==> src/rtl/demux_pkg.sv <==
// Shared constants for the 1x2 round-robin demux: lane select encoding,
// default geometry and the pointer-width helper.
package demux_pkg;

    localparam logic LANE0 = 1'b0;
    localparam logic LANE1 = 1'b1;

    localparam int DEF_WIDTH     = 8;
    localparam int DEF_DEPTH     = 4;
    localparam int DEF_AF_THRESH = 3;

    function automatic int ptr_w(input int depth);
        return (depth > 1) ? $clog2(depth) : 1;
    endfunction

endpackage

==> src/rtl/lane_fifo_fwft.sv <==
// Per-lane first-word-fall-through FIFO; a word written at edge k is at rdata after edge k.
// Backpressure: push is dropped when full (no pass-through), pop on empty is ignored.
module lane_fifo_fwft
    import demux_pkg::*;
#(
    parameter int WIDTH     = DEF_WIDTH,
    parameter int DEPTH     = DEF_DEPTH,
    parameter int AF_THRESH = DEF_AF_THRESH
) (
    input  logic             clk,
    input  logic             reset,
    input  logic             push,
    input  logic [WIDTH-1:0] wdata,
    input  logic             pop,
    output logic [WIDTH-1:0] rdata,
    output logic             valid,
    output logic             full,
    output logic             almost_full
);

    localparam int PW = ptr_w(DEPTH);
    localparam int CW = PW + 1;

    logic [WIDTH-1:0] mem [DEPTH];
    logic [PW-1:0]    wr_ptr;
    logic [PW-1:0]    rd_ptr;
    logic [CW-1:0]    count;
    logic [CW-1:0]    count_nxt;
    logic             do_push;
    logic             do_pop;

    assign full    = (count == CW'(DEPTH));
    assign valid   = (count != '0);
    assign do_push = push && !full;
    assign do_pop  = pop && valid;
    assign rdata   = mem[rd_ptr];

    always_comb begin
        count_nxt = count;
        case ({do_push, do_pop})
            2'b10:   count_nxt = count + CW'(1);
            2'b01:   count_nxt = count - CW'(1);
            default: count_nxt = count;
        endcase
    end

    // Storage is cleared on reset so the head reads zero before the first push.
    always_ff @(posedge clk or posedge reset) begin
        if (reset) begin
            for (int i = 0; i < DEPTH; i++) mem[i] <= '0;
            wr_ptr      <= '0;
            rd_ptr      <= '0;
            count       <= '0;
            almost_full <= 1'b0;
        end else begin
            if (do_push) begin
                mem[wr_ptr] <= wdata;
                wr_ptr      <= wr_ptr + PW'(1);
            end
            if (do_pop) rd_ptr <= rd_ptr + PW'(1);
            count       <= count_nxt;
            almost_full <= (count_nxt >= CW'(AF_THRESH));
        end
    end

endmodule

==> src/rtl/demux_1x2_8bits_fifo.sv <==
// Round-robin 1x2 demux into two FWFT lanes, latency 1; ready_in drops while the selected lane is full.
// Optional sticky underflow flag err_underflow when DEMUX_UNDERFLOW_ERR_EN is defined.
module demux_1x2_8bits_fifo
    import demux_pkg::*;
#(
    parameter int WIDTH     = DEF_WIDTH,
    parameter int DEPTH     = DEF_DEPTH,
    parameter int AF_THRESH = DEF_AF_THRESH
) (
    input  logic             clk,
    input  logic             reset,
    input  logic [WIDTH-1:0] data_in,
    input  logic             valid_in,
    output logic             ready_in,
    input  logic             pop0,
    input  logic             pop1,
    output logic [WIDTH-1:0] data_out0,
    output logic             valid_out0,
    output logic [WIDTH-1:0] data_out1,
    output logic             valid_out1,
    output logic             almost_full0,
    output logic             almost_full1
`ifdef DEMUX_UNDERFLOW_ERR_EN
    ,
    output logic             err_underflow
`endif
);

    logic sel;
    logic push;
    logic full0;
    logic full1;

    // Strict alternation: a full target lane stalls the stream even if the other lane has room.
    assign ready_in = !reset && !((sel == LANE1) ? full1 : full0);
    assign push     = valid_in && ready_in;

    always_ff @(posedge clk or posedge reset) begin
        if (reset)     sel <= LANE0;
        else if (push) sel <= ~sel;
    end

    lane_fifo_fwft #(.WIDTH(WIDTH), .DEPTH(DEPTH), .AF_THRESH(AF_THRESH)) u_lane0 (
        .clk         (clk),
        .reset       (reset),
        .push        (push && (sel == LANE0)),
        .wdata       (data_in),
        .pop         (pop0),
        .rdata       (data_out0),
        .valid       (valid_out0),
        .full        (full0),
        .almost_full (almost_full0)
    );

    lane_fifo_fwft #(.WIDTH(WIDTH), .DEPTH(DEPTH), .AF_THRESH(AF_THRESH)) u_lane1 (
        .clk         (clk),
        .reset       (reset),
        .push        (push && (sel == LANE1)),
        .wdata       (data_in),
        .pop         (pop1),
        .rdata       (data_out1),
        .valid       (valid_out1),
        .full        (full1),
        .almost_full (almost_full1)
    );

`ifdef DEMUX_UNDERFLOW_ERR_EN
    always_ff @(posedge clk or posedge reset) begin
        if (reset)
            err_underflow <= 1'b0;
        else if ((pop0 && !valid_out0) || (pop1 && !valid_out1))
            err_underflow <= 1'b1;
    end
`endif

endmodule

==> config.mk <==
export PLATFORM = sky130hd
export DESIGN_NAME = demux_1x2_8bits_fifo
export DESIGN_NICKNAME = d
export VERILOG_FILES = /design/src/rtl/demux_pkg.sv /design/src/rtl/lane_fifo_fwft.sv /design/src/rtl/demux_1x2_8bits_fifo.sv
export SDC_FILE = /design/constraint.sdc
export NUM_CORES = 1
export LEC_CHECK = 0
export ABC_CLOCK_PERIOD_IN_PS = 3150
export CAP_MARGIN = 0
export CORE_ASPECT_RATIO = 1.25
export CORE_UTILIZATION = 50
export CTS_CLUSTER_DIAMETER = 80
export DETAILED_ROUTE_END_ITERATION = 10
export PLACE_DENSITY = 0.71
export SLEW_MARGIN = 0
export SYNTH_ARGS = -nofsm -noshare
export SYNTH_HDL_FRONTEND = slang
export SYNTH_HIERARCHICAL = 1
export SYNTH_SLANG_ARGS = --single-unit
==> constraint.sdc <==
create_clock -name clk -period 3.15 [get_ports clk]
set_input_delay 0.315 -clock clk [delete_from_list [all_inputs] [get_ports clk]]
set_output_delay 0.315 -clock clk [all_outputs]
set_load 0.02 [all_outputs]
* After elaboration in Yosys (flattened, before gate mapping) *
Index checks and enable logic that the tools add are counted.

storage, ports and cells
  ROM bits = 0
  register bits after elaboration = 81
  memories = 0
  latch bits = 0
  RAM bits = 0

operators by class
  multiplexer cells = 15
  $mul = 0
  shifts and indexed selects = 0
  reduce and logical (&&, ||, !) cells = 16
  div/mod/pow operators = 0
  bitwise operators = 5
  magnitude comparators = 8
  add/subtract/negate cells = 8
  eq/ne operators = 6

operator list
  kind                                                        number
  bitwise mux 32 bit                                          2
  2-to-1 mux 8 bit                                            6
  binary-select mux 8 bit (select 2 bit)                      2
  demux 8 bit (select 2 bit)                                  2
  >= comparator 3 bit, second input constant                  4
  NOT 2 -> 3 bit                                              4
  one-hot mux 3 bit (2 select lines)                          2
  logical AND 1 bit                                           10
  adder 2 x 1 -> 2 bit, second input constant                 4
  adder 3 x 1 -> 3 bit, second input constant                 2
  == test 3 bit, second input constant                        2
  >= comparator 3 x 2 -> 1 bit, second input constant         2
  less-than comparator 3 x 1 -> 1 bit, second input constant  2
  nonzero test 3 bit                                          2
  subtractor 3 x 1 -> 3 bit, second input constant            2
  == test 2 x 1 -> 1 bit, second input constant               2
  == test 2 bit, second input constant                        2
  logical NOT 1 bit                                           4
  2-to-1 mux 1 bit                                            1
  NOT 1 bit                                                   1

* Logic depth before layout (Yosys ltp) *
Gate-level depths: netlist of the first run.

  depth after elaboration = 10
  depth in mapped cells = 9
  gate-level depth less buffers = 9

* Modules after synthesis *
The synthesis of the first run kept the hierarchy.

by module, submodules not included
  module                     area an instance (um2)  seq. area each (um2)  cells an instance  times used
  lane_fifo_fwft at u_lane0  1835.5                  1001.0                118                1
  lane_fifo_fwft at u_lane1  1828.0                  1001.0                116                1
  demux_1x2_8bits_fifo       77.6                    25.0                  10                 1

* Worst setup path before layout of the first run *
OpenSTA, ideal clock, no wires.

  kind = register to register
  start = register u_lane0.count[2]
  end = register u_lane0.count[2]
  arrival time = 2.645 ns
  stages on the path, launching flop included = 10
  buffers on the path = 0
  setup slack = 0.440 ns
  required time = 3.084 ns
  cells stage by stage = dfrtp_1 -> nor3b_2 -> or2_2 -> nor2_1 -> or2b_2 -> ha_1 -> fa_1 -> xnor2_1 -> or3_2 -> nand2_1

on the way
  cells in the longest elaborated chain, start to end = 9

ends and longest elaborated chain
  element                                                  RTL line                    text
  start: declaration                                       lane_fifo_fwft.sv:27        logic [CW-1:0] count;
  start signal: assignment                                 lane_fifo_fwft.sv:61        count <= count_nxt;
  == test 3 bit (*)                                        lane_fifo_fwft.sv:32        assign full = (count == CW'(DEPTH));
  via full0                                                demux_1x2_8bits_fifo.sv:31  logic full0;
  2-to-1 mux 1 bit                                         demux_1x2_8bits_fifo.sv:35  assign ready_in = !reset && !((sel == LANE1) ? full1 : full0);
  logical NOT 1 bit                                        demux_1x2_8bits_fifo.sv:35
  logical AND 1 bit                                        demux_1x2_8bits_fifo.sv:35
  logical AND 1 bit                                        demux_1x2_8bits_fifo.sv:36  assign push = valid_in && ready_in;
  logical AND 1 bit                                        demux_1x2_8bits_fifo.sv:46  .push (push && (sel == LANE0)),
  logical AND 1 bit (*)                                    lane_fifo_fwft.sv:34        assign do_push = push && !full;
  == test 2 x 1 -> 1 bit or == test 2 bit (tied branches)  lane_fifo_fwft.sv:40        case ({do_push, do_pop})
  one-hot mux 3 bit (2 select lines) (*)                   lane_fifo_fwft.sv:40
  via u_lane0.count_nxt[2]                                 lane_fifo_fwft.sv:28        logic [CW-1:0] count_nxt;

Mark *: on every way through the listed nets, which the timed path passes. The rest lies on a longest branch.
A chain may end at the register's enable or synchronous reset.

* Worst setup path after layout of the first run *
Same ends and word-level chain as after synthesis.

==> results by group, run 1 <==
Die
  – Total number of placement rows: 34
  – Width of the chip: 79.37 microns
  – Number of placed I/O pins: 34
  – Initial cell density of the core: 0.5266
  – Die Y-Extent: 98.71 microns
  – Placeable Area: 0.007104 sq mm
  – Area enclosed by the die boundary: 0.007834 sq mm

Detailed routing
  – Total wire length: 6.515 mm
  – DRC Markers: 0
  – Detailed-routing iteration count for the pre-antenna-repair pass: 4
  – Drt via density: 5.456
  – Via count of the routed design: roughly 2100
  – Drt first-iter violations: 103
  – Post-DRT Antenna Nets: 0
  – Routed WL per cell: 16.97 microns

Run
  – Max-cap violations: 0

Synthesis
  – Top area cells in the synthesized netlist: sky130_fd_sc_hd__dfrtp_1 54%, sky130_fd_sc_hd__mux2_2 20%, sky130_fd_sc_hd__mux4_2 9.6%
  – Post-synth top flop: sky130_fd_sc_hd__dfrtp_1
  – EDFF count, synth: 0
  – Cell Area, Synth: 0.003741 sq mm
  – Number of nets produced by synthesis: 269
  – Cell taking the most area after synthesis: sky130_fd_sc_hd__dfrtp_1
  – Mean instance size in the synthesized netlist: 15.33 sq um
  – Distinct cell type count after synthesis: 28
  – FFs w/ async S/R, synth: 1.000
  – Proportion of netlist area held by the largest area contributor: 0.5418
  – Gate count after technology mapping: 244
  – Sequential area share after synthesis: 0.5418
  – Count of state elements after synthesis: 81
  – Yosys warning total: 6

Setup path
  – Startpoint class of the critical path: register
  – CP Data Required Time: 3.43 ns
  – Critical Path End Type: register
  – CP arrival: between 2 and 3 ns
  – Worst Setup Path Type: register to register
  – Max Fanout on Critical Path: 6

Final layout
  – Area growth, synth to finish: 17.93%
  – Count of inserted antenna diode cells: 0
  – Final layout net count: 314
  – Count of fill cells added during filler insertion: ~580
  – Layout cells sized above 1: 0.4116

Global routing
  – Vias in the first global route: between 2000 and 2500
  – Remaining global-route overflow: 0
  – Number of antenna violations at the first check in global routing: 0
  – Total Routing Usage GR: 0.1958
  – Maximum number of pins on one net before global-route repair: 41
  – Global-route wire length before repair: around 11 mm

Power
  – Leak pwr: roughly 0.0019 uW
  – Maximum resistive drop on vdd: 0.5495 mV
  – Areal power density over the cells: 1096 mW/mm^2

Clock network
  – Clk root buf: sky130_fd_sc_hd__clkbuf_8
  – Number of setup buffers added after CTS: 0
  – Number of levels the H-tree was split into: 3
  – Hold-fix buffer count after cts: 0
  – Number of CTS-inserted buffers: 9
  – Clk sink count: 81
  – Number of resized instances in the post-cts repair step: 0
  – Clock Path Buffers: 2
  – Clock tree from TritonCTS: yes
  – Clock Latency Late Sink: approximately 0.34 ns
  – Clock edge transition at the registers on the reported setup and hold paths: roughly 0.08 ns

Placed design
  – Final weighted congestion of routability-driven global placement: around 0.7
  – Post-place setup slack: 0.3004 ns
  – Total of buffers placed on input and output ports: 33
  – DP Wirelength: 4.482 mm

STA
  – Summed negative setup slack over all endpoints: 0 ns
  – Fin. max-slew vios: 0
  – Least setup slack across all paths after layout: 0.4539 ns
  – Final critical-path share of the clock period: 0.8559
  – Final period demand of the worst path: 2.696 ns
  – RSZ-0062 raised after global routing: false
  – Number of setup violations in the final report: 0
  – Worst Tran Pin Value: 0.5875 ns
  – Setup Skew: 0.006161 ns
  – Number of failing hold endpoints at the final stage: 0
  – Post-route worst hold slack: 0.2222 ns
  – Maximum clock frequency: 370.9 MHz
  – Normalized max-slew margin: 0.6083

Min path
  – HP Class: primary input to async pin

Outcome
  – Status: completed
worst max-delay path, cell delays in order, from the launching register on:
cell and delay [ns]:
sky130_fd_sc_hd__dfrtp_1 0.43, sky130_fd_sc_hd__nor3b_2 0.18, sky130_fd_sc_hd__or2_2 0.30, sky130_fd_sc_hd__nor2_1 0.11
sky130_fd_sc_hd__or2b_2 0.34, sky130_fd_sc_hd__ha_1 0.24, sky130_fd_sc_hd__fa_1 0.38, sky130_fd_sc_hd__xnor2_1 0.16
sky130_fd_sc_hd__or3_2 0.42, sky130_fd_sc_hd__nand2_1 0.08
metal layers:
metal | wire (microns) | GRT usage | up-vias | part of all wire
li1 | - | - | 969 | -
met5 | 0 | 0 | - | 0
met2 | 3446 | 0.3236 | 26 | 0.53
met3 | 141 | 0.03611 | 7 | 0.022
met1 | 2833 | 0.2539 | 1093 | 0.43
met4 | 92 | 0.07972 | 0 | 0.014
stage by stage:
| step | instance area [sq um] | instances | util | total power, uW |
|---|---|---|---|---|
| after floorplan | 3741 | 244 | - | 3358 |
| after global placement | 4202 | 368 | 0.5914 | 4017 |
| after detailed placement | 4202 | 368 | 0.5914 | 4100 |
| after CTS | 4412 | 384 | 0.6210 | 4913 |
| after global routing | 4412 | 384 | 0.6210 | 5185 |
| final | 4412 | 384 | 0.6210 | 4836 |
placed cells by master, fill, tap and decap left out, types with 3 or more instances in the layout:
cell,synthesis,layout
sky130_fd_sc_hd__buf_4,0,5
sky130_fd_sc_hd__clkbuf_8,0,9
sky130_fd_sc_hd__clkdlybuf4s50_1,0,33
sky130_fd_sc_hd__clkinv_2,0,3
sky130_fd_sc_hd__dfrtp_1,81,81
sky130_fd_sc_hd__ha_1,10,10
sky130_fd_sc_hd__inv_1,8,8
sky130_fd_sc_hd__mux2_2,66,66
sky130_fd_sc_hd__mux4_2,16,16
sky130_fd_sc_hd__nand2_1,12,12
sky130_fd_sc_hd__nor2_2,8,8
sky130_fd_sc_hd__o21ai_0,3,3
sky130_fd_sc_hd__or3_2,3,3
sky130_fd_sc_hd__xnor2_1,8,8
layout make-up:
class                   instances  area (sq um)  share of cell area
inverters                       8         30.03            0.006807
repair buffers                 38         367.9             0.08338
well taps                      90         112.6             0.02552
flip-flops and latches         81          2027              0.4594
clock inverters                 6         82.58             0.01872
multi-input cells             151          1664              0.3772
clock buffers                  10         127.6             0.02893
registers in the layout, summed over array words and instances (netlist names):
register             cells
u_lane1/mem             32
u_lane1/count            3
u_lane0/mem             32
u_lane1/rd_ptr           2
u_lane1/wr_ptr           2
u_lane0/count            3
u_lane0/wr_ptr           2
sel                      1
u_lane0/rd_ptr           2
u_lane0/almost_full      1
u_lane1/almost_full      1
power by group:
group / internal [uW] / switching [uW] / leakage [uW]
Sequential: 1540 / 417 / 0.000998
Combinational: 1260 / 818 / 0.000798
Clock: 442 / 355 / 0.000106
Total: 3250 / 1590 / 0.00190
logic make-up after synthesis:
kind of cell	synth area share
mux	0.3010
buf+inv	0.01338
simple gates	0.05686
flops	0.5418
xor+xnor	0.02341
fa+ha+maj	0.04415
compound gates	0.01940
final timing paths:
path                                              from                           to  slack [ns]  depth (start not counted)
max in group asynchronous                        reset  u_lane1/mem[30]$_DFFE_PP0P_        2.27                          3
max reg2reg                 u_lane0/count[2]$_DFF_PP0_   u_lane0/count[2]$_DFF_PP0_        0.45                          9
max                         u_lane0/count[2]$_DFF_PP0_   u_lane0/count[2]$_DFF_PP0_        0.45                          9
min                                              reset              sel$_DFFE_PP0P_        0.22                          2
min in group clk           u_lane1/mem[20]$_DFFE_PP0P_  u_lane1/mem[20]$_DFFE_PP0P_        0.49                          1
min reg2reg                u_lane1/mem[20]$_DFFE_PP0P_  u_lane1/mem[20]$_DFFE_PP0P_        0.49                          1
cells in the mapped netlist, types with 2 or more instances:
master,count
sky130_fd_sc_hd__o21ai_0,3
sky130_fd_sc_hd__buf_2,4
sky130_fd_sc_hd__mux2_2,66
sky130_fd_sc_hd__mux2_1,2
sky130_fd_sc_hd__o31a_2,2
sky130_fd_sc_hd__xnor2_1,8
sky130_fd_sc_hd__mux4_2,16
sky130_fd_sc_hd__nor2_2,8
sky130_fd_sc_hd__or2_2,2
sky130_fd_sc_hd__ha_1,10
sky130_fd_sc_hd__fa_1,2
sky130_fd_sc_hd__nand2_1,12
sky130_fd_sc_hd__dfrtp_1,81
sky130_fd_sc_hd__inv_1,8
sky130_fd_sc_hd__xor2_1,2
sky130_fd_sc_hd__o211ai_1,2
sky130_fd_sc_hd__or3_2,3
sky130_fd_sc_hd__or2b_2,2
sky130_fd_sc_hd__nor2_1,2
(Power assumes the default switching activity.)
==> run 2, diff against run 1 <==
--- a/config.mk
+++ b/config.mk
@@ -5,12 +5,13 @@
 export SDC_FILE = /design/constraint.sdc
 export NUM_CORES = 1
 export LEC_CHECK = 0
-export ABC_CLOCK_PERIOD_IN_PS = 3150
 export CAP_MARGIN = 0
 export CORE_ASPECT_RATIO = 1.25
 export CORE_UTILIZATION = 50
 export CTS_CLUSTER_DIAMETER = 80
+export CTS_CLUSTER_SIZE = 40
 export DETAILED_ROUTE_END_ITERATION = 10
+export GPL_ROUTABILITY_DRIVEN = 0
 export PLACE_DENSITY = 0.71
 export SLEW_MARGIN = 0
 export SYNTH_ARGS = -nofsm -noshare
==> results of run 2 <==
Same layout as run 1: the final DEF is identical, and so are final timing and power.
==> run 3, diff against run 2 <==
==> constraint.sdc (replaced) <==
create_clock -name clk -period 3.15 [get_ports clk]
set_input_delay 0.315 -clock clk [delete_from_list [all_inputs] [get_ports clk]]
set_output_delay 0.315 -clock clk [all_outputs]
set_load 0.1 [all_outputs]
==> results by group, run 3 (same netlist as run 1, synthesis figures left out) <==
STA
  – RSZ-0062 raised after global routing: false
  – Number of failing hold endpoints at the final stage: 0
  – Fin. max-slew vios: 0
  – Setup Skew: around 0.0071 ns
  – Maximum clock frequency: roughly 370 MHz
  – Number of setup violations in the final report: 0
  – Summed negative setup slack over all endpoints: 0 ns
  – Final critical-path share of the clock period: 0.8494
  – Normalized max-slew margin: 0.3559
  – Worst Tran Pin Value: a little under 1 ns
  – Final period demand of the worst path: around 2.7 ns

Detailed routing
  – Via count of the routed design: 2096
  – DRC Markers: 0
  – Drt via density: 5.458
  – Total wire length: 6.467 mm
  – Routed WL per cell: ~17 microns
  – Detailed-routing iteration count for the pre-antenna-repair pass: 4
  – Met2 WL: 3.306 mm
  – Drt first-iter violations: between 90 and 100
  – Routed wl met3: 203 microns
  – Top layer used by detailed routing: met4
  – Post-Route M1 WL: 2.799 mm
  – Post-DRT Antenna Nets: 0

Global routing
  – Maximum number of pins on one net before global-route repair: 41
  – Vias in the first global route: 2149
  – Remaining global-route overflow: 0
  – Global-route wire length before repair: 10.85 mm
  – Total Routing Usage GR: 0.1884
  – Number of antenna violations at the first check in global routing: 0

Outcome
  – Status: completed

Clock network
  – Clock tree from TritonCTS: yes
  – Clock Latency Late Sink: 0.35 ns
  – Clock edge transition at the registers on the reported setup and hold paths: 0.07 ns
  – Clk root buf: sky130_fd_sc_hd__clkbuf_8
  – Clk sink count: 81
  – Number of levels the H-tree was split into: 3
  – Clock Path Buffers: 2
  – Hold-fix buffer count after cts: 0
  – Number of CTS-inserted buffers: 9
  – Number of resized instances in the post-cts repair step: 0
  – Number of setup buffers added after CTS: 0

Die
  – Initial cell density of the core: 0.5266
  – Area enclosed by the die boundary: approximately 0.0078 sq mm
  – Die Y-Extent: between 90 and 100 microns
  – Number of placed I/O pins: 34
  – Total number of placement rows: 34
  – Width of the chip: between 70 and 80 microns
  – Placeable Area: 0.007104 sq mm

Setup path
  – Delay of the slowest critical-path stage: ~0.42 ns
  – Max Fanout on Critical Path: 6
  – End point of the critical path: u_lane0/count[2]$_DFF_PP0_
  – Internal reg-to-reg setup slack: between 0.4 and 0.5 ns
  – Critical Path End Type: register
  – R2R cell count: 9
  – Critical Path Source: u_lane0/count[2]$_DFF_PP0_
  – Cell family with most CP delay: simple AND/OR/NAND/NOR gates
  – Startpoint class of the critical path: register
  – Reg-to-Reg Start: u_lane0/count[2]$_DFF_PP0_
  – CP Data Required Time: 3.44 ns
  – Reg-to-Reg End: u_lane0/count[2]$_DFF_PP0_
  – CP arrival: roughly 3.0 ns
  – Crit-path cells: nor3b_2, or2_2, nor2_1, or2b_2, ha_1, fa_1, xnor2_1, or3_2, nand2_1
  – Crit path buffers/inverters: 0
  – Cell with the largest stage delay on the worst path: sky130_fd_sc_hd__dfrtp_1
  – Instance count on the critical path: 9
  – Worst Setup Path Type: register to register

Placed design
  – Total of buffers placed on input and output ports: 33
  – DP Wirelength: 4.389 mm

Final layout
  – Count of fill cells added during filler insertion: 561
  – Commonest non-fill, non-tap cell in the layout: sky130_fd_sc_hd__dfrtp_1
  – Area growth, synth to finish: 17.19%
  – Commonest cells after routing, fill and taps aside: 81 x sky130_fd_sc_hd__dfrtp_1, 66 x sky130_fd_sc_hd__mux2_2, 24 x sky130_fd_sc_hd__buf_4
  – Count of inserted antenna diode cells: 0
  – Registers with the highest flip-flop counts: u_lane0/mem x32, u_lane1/mem x32
  – Final layout net count: roughly 310
  – Layout cells sized above 1: 0.4762

Run
  – Max-cap violations: 0

Min path
  – HP Class: primary input to async pin
run 3: changes by cell type in the layout (fill, tap and decap cells not counted):
cell and change:
sky130_fd_sc_hd__clkdlybuf4s50_1 -19, sky130_fd_sc_hd__clkbuf_8 +2, sky130_fd_sc_hd__clkinv_2 -3, sky130_fd_sc_hd__clkinvlp_4 +1
sky130_fd_sc_hd__buf_4 +19
run 3: final cells by class:
class | count | area [sq um] | area share
flip-flops and latches | 81 | 2027 | 0.4623
multi-input cells | 151 | 1664 | 0.3796
repair buffers | 38 | 320.3 | 0.07306
clock buffers | 12 | 155.1 | 0.03539
well taps | 90 | 112.6 | 0.02568
clock inverters | 4 | 75.07 | 0.01712
inverters | 8 | 30.03 | 0.006849
run 3: worst min-delay path by stage:
stage	startpoint	to	slack (ns)	cells past startpoint
after global routing	reset	sel$_DFFE_PP0P_	0.25	2
final	reset	sel$_DFFE_PP0P_	0.21	2
after floorplan	reset	sel$_DFFE_PP0P_	0.04	1
after CTS	reset	sel$_DFFE_PP0P_	0.20	2
after global placement	u_lane1/mem[20]$_DFFE_PP0P_	u_lane1/mem[20]$_DFFE_PP0P_	0.46	1
after detailed placement	u_lane1/mem[20]$_DFFE_PP0P_	u_lane1/mem[20]$_DFFE_PP0P_	0.48	1
run 3: worst register-to-register path, delay by kind of cell (launching register included):
kind / cells / cell delay (ns)
simple gates: 6 / 1.41
fa+ha+maj: 2 / 0.62
flops: 1 / 0.42
xor+xnor: 1 / 0.16
run 3: metrics by stage:
step | worst slack, ns | area [sq um] | util | hold slack (ns) | instances
CTS | 0.4660 | 4384 | 0.6171 | 0.2001 | 384
detailed placement | 0.3290 | 4154 | 0.5847 | 0.4834 | 368
global placement | 0.3613 | 4154 | 0.5847 | 0.4644 | 368
floorplan | 0.4397 | 3741 | - | 0.04371 | 244
global route | 0.2724 | 4384 | 0.6171 | 0.2520 | 384
finish | 0.4745 | 4384 | 0.6171 | 0.2146 | 384
run 3: per-layer routing:
layer  track usage  up-vias
met2        0.3024       41
met4        0.1007        0
li1              -      972
met1        0.2445     1071
met3       0.03056       12
met5             0        -
Power of run 3 is left out: the tool's default activity adds up to more than one toggle a clock period on the data nets, which glitch-free logic cannot reach.
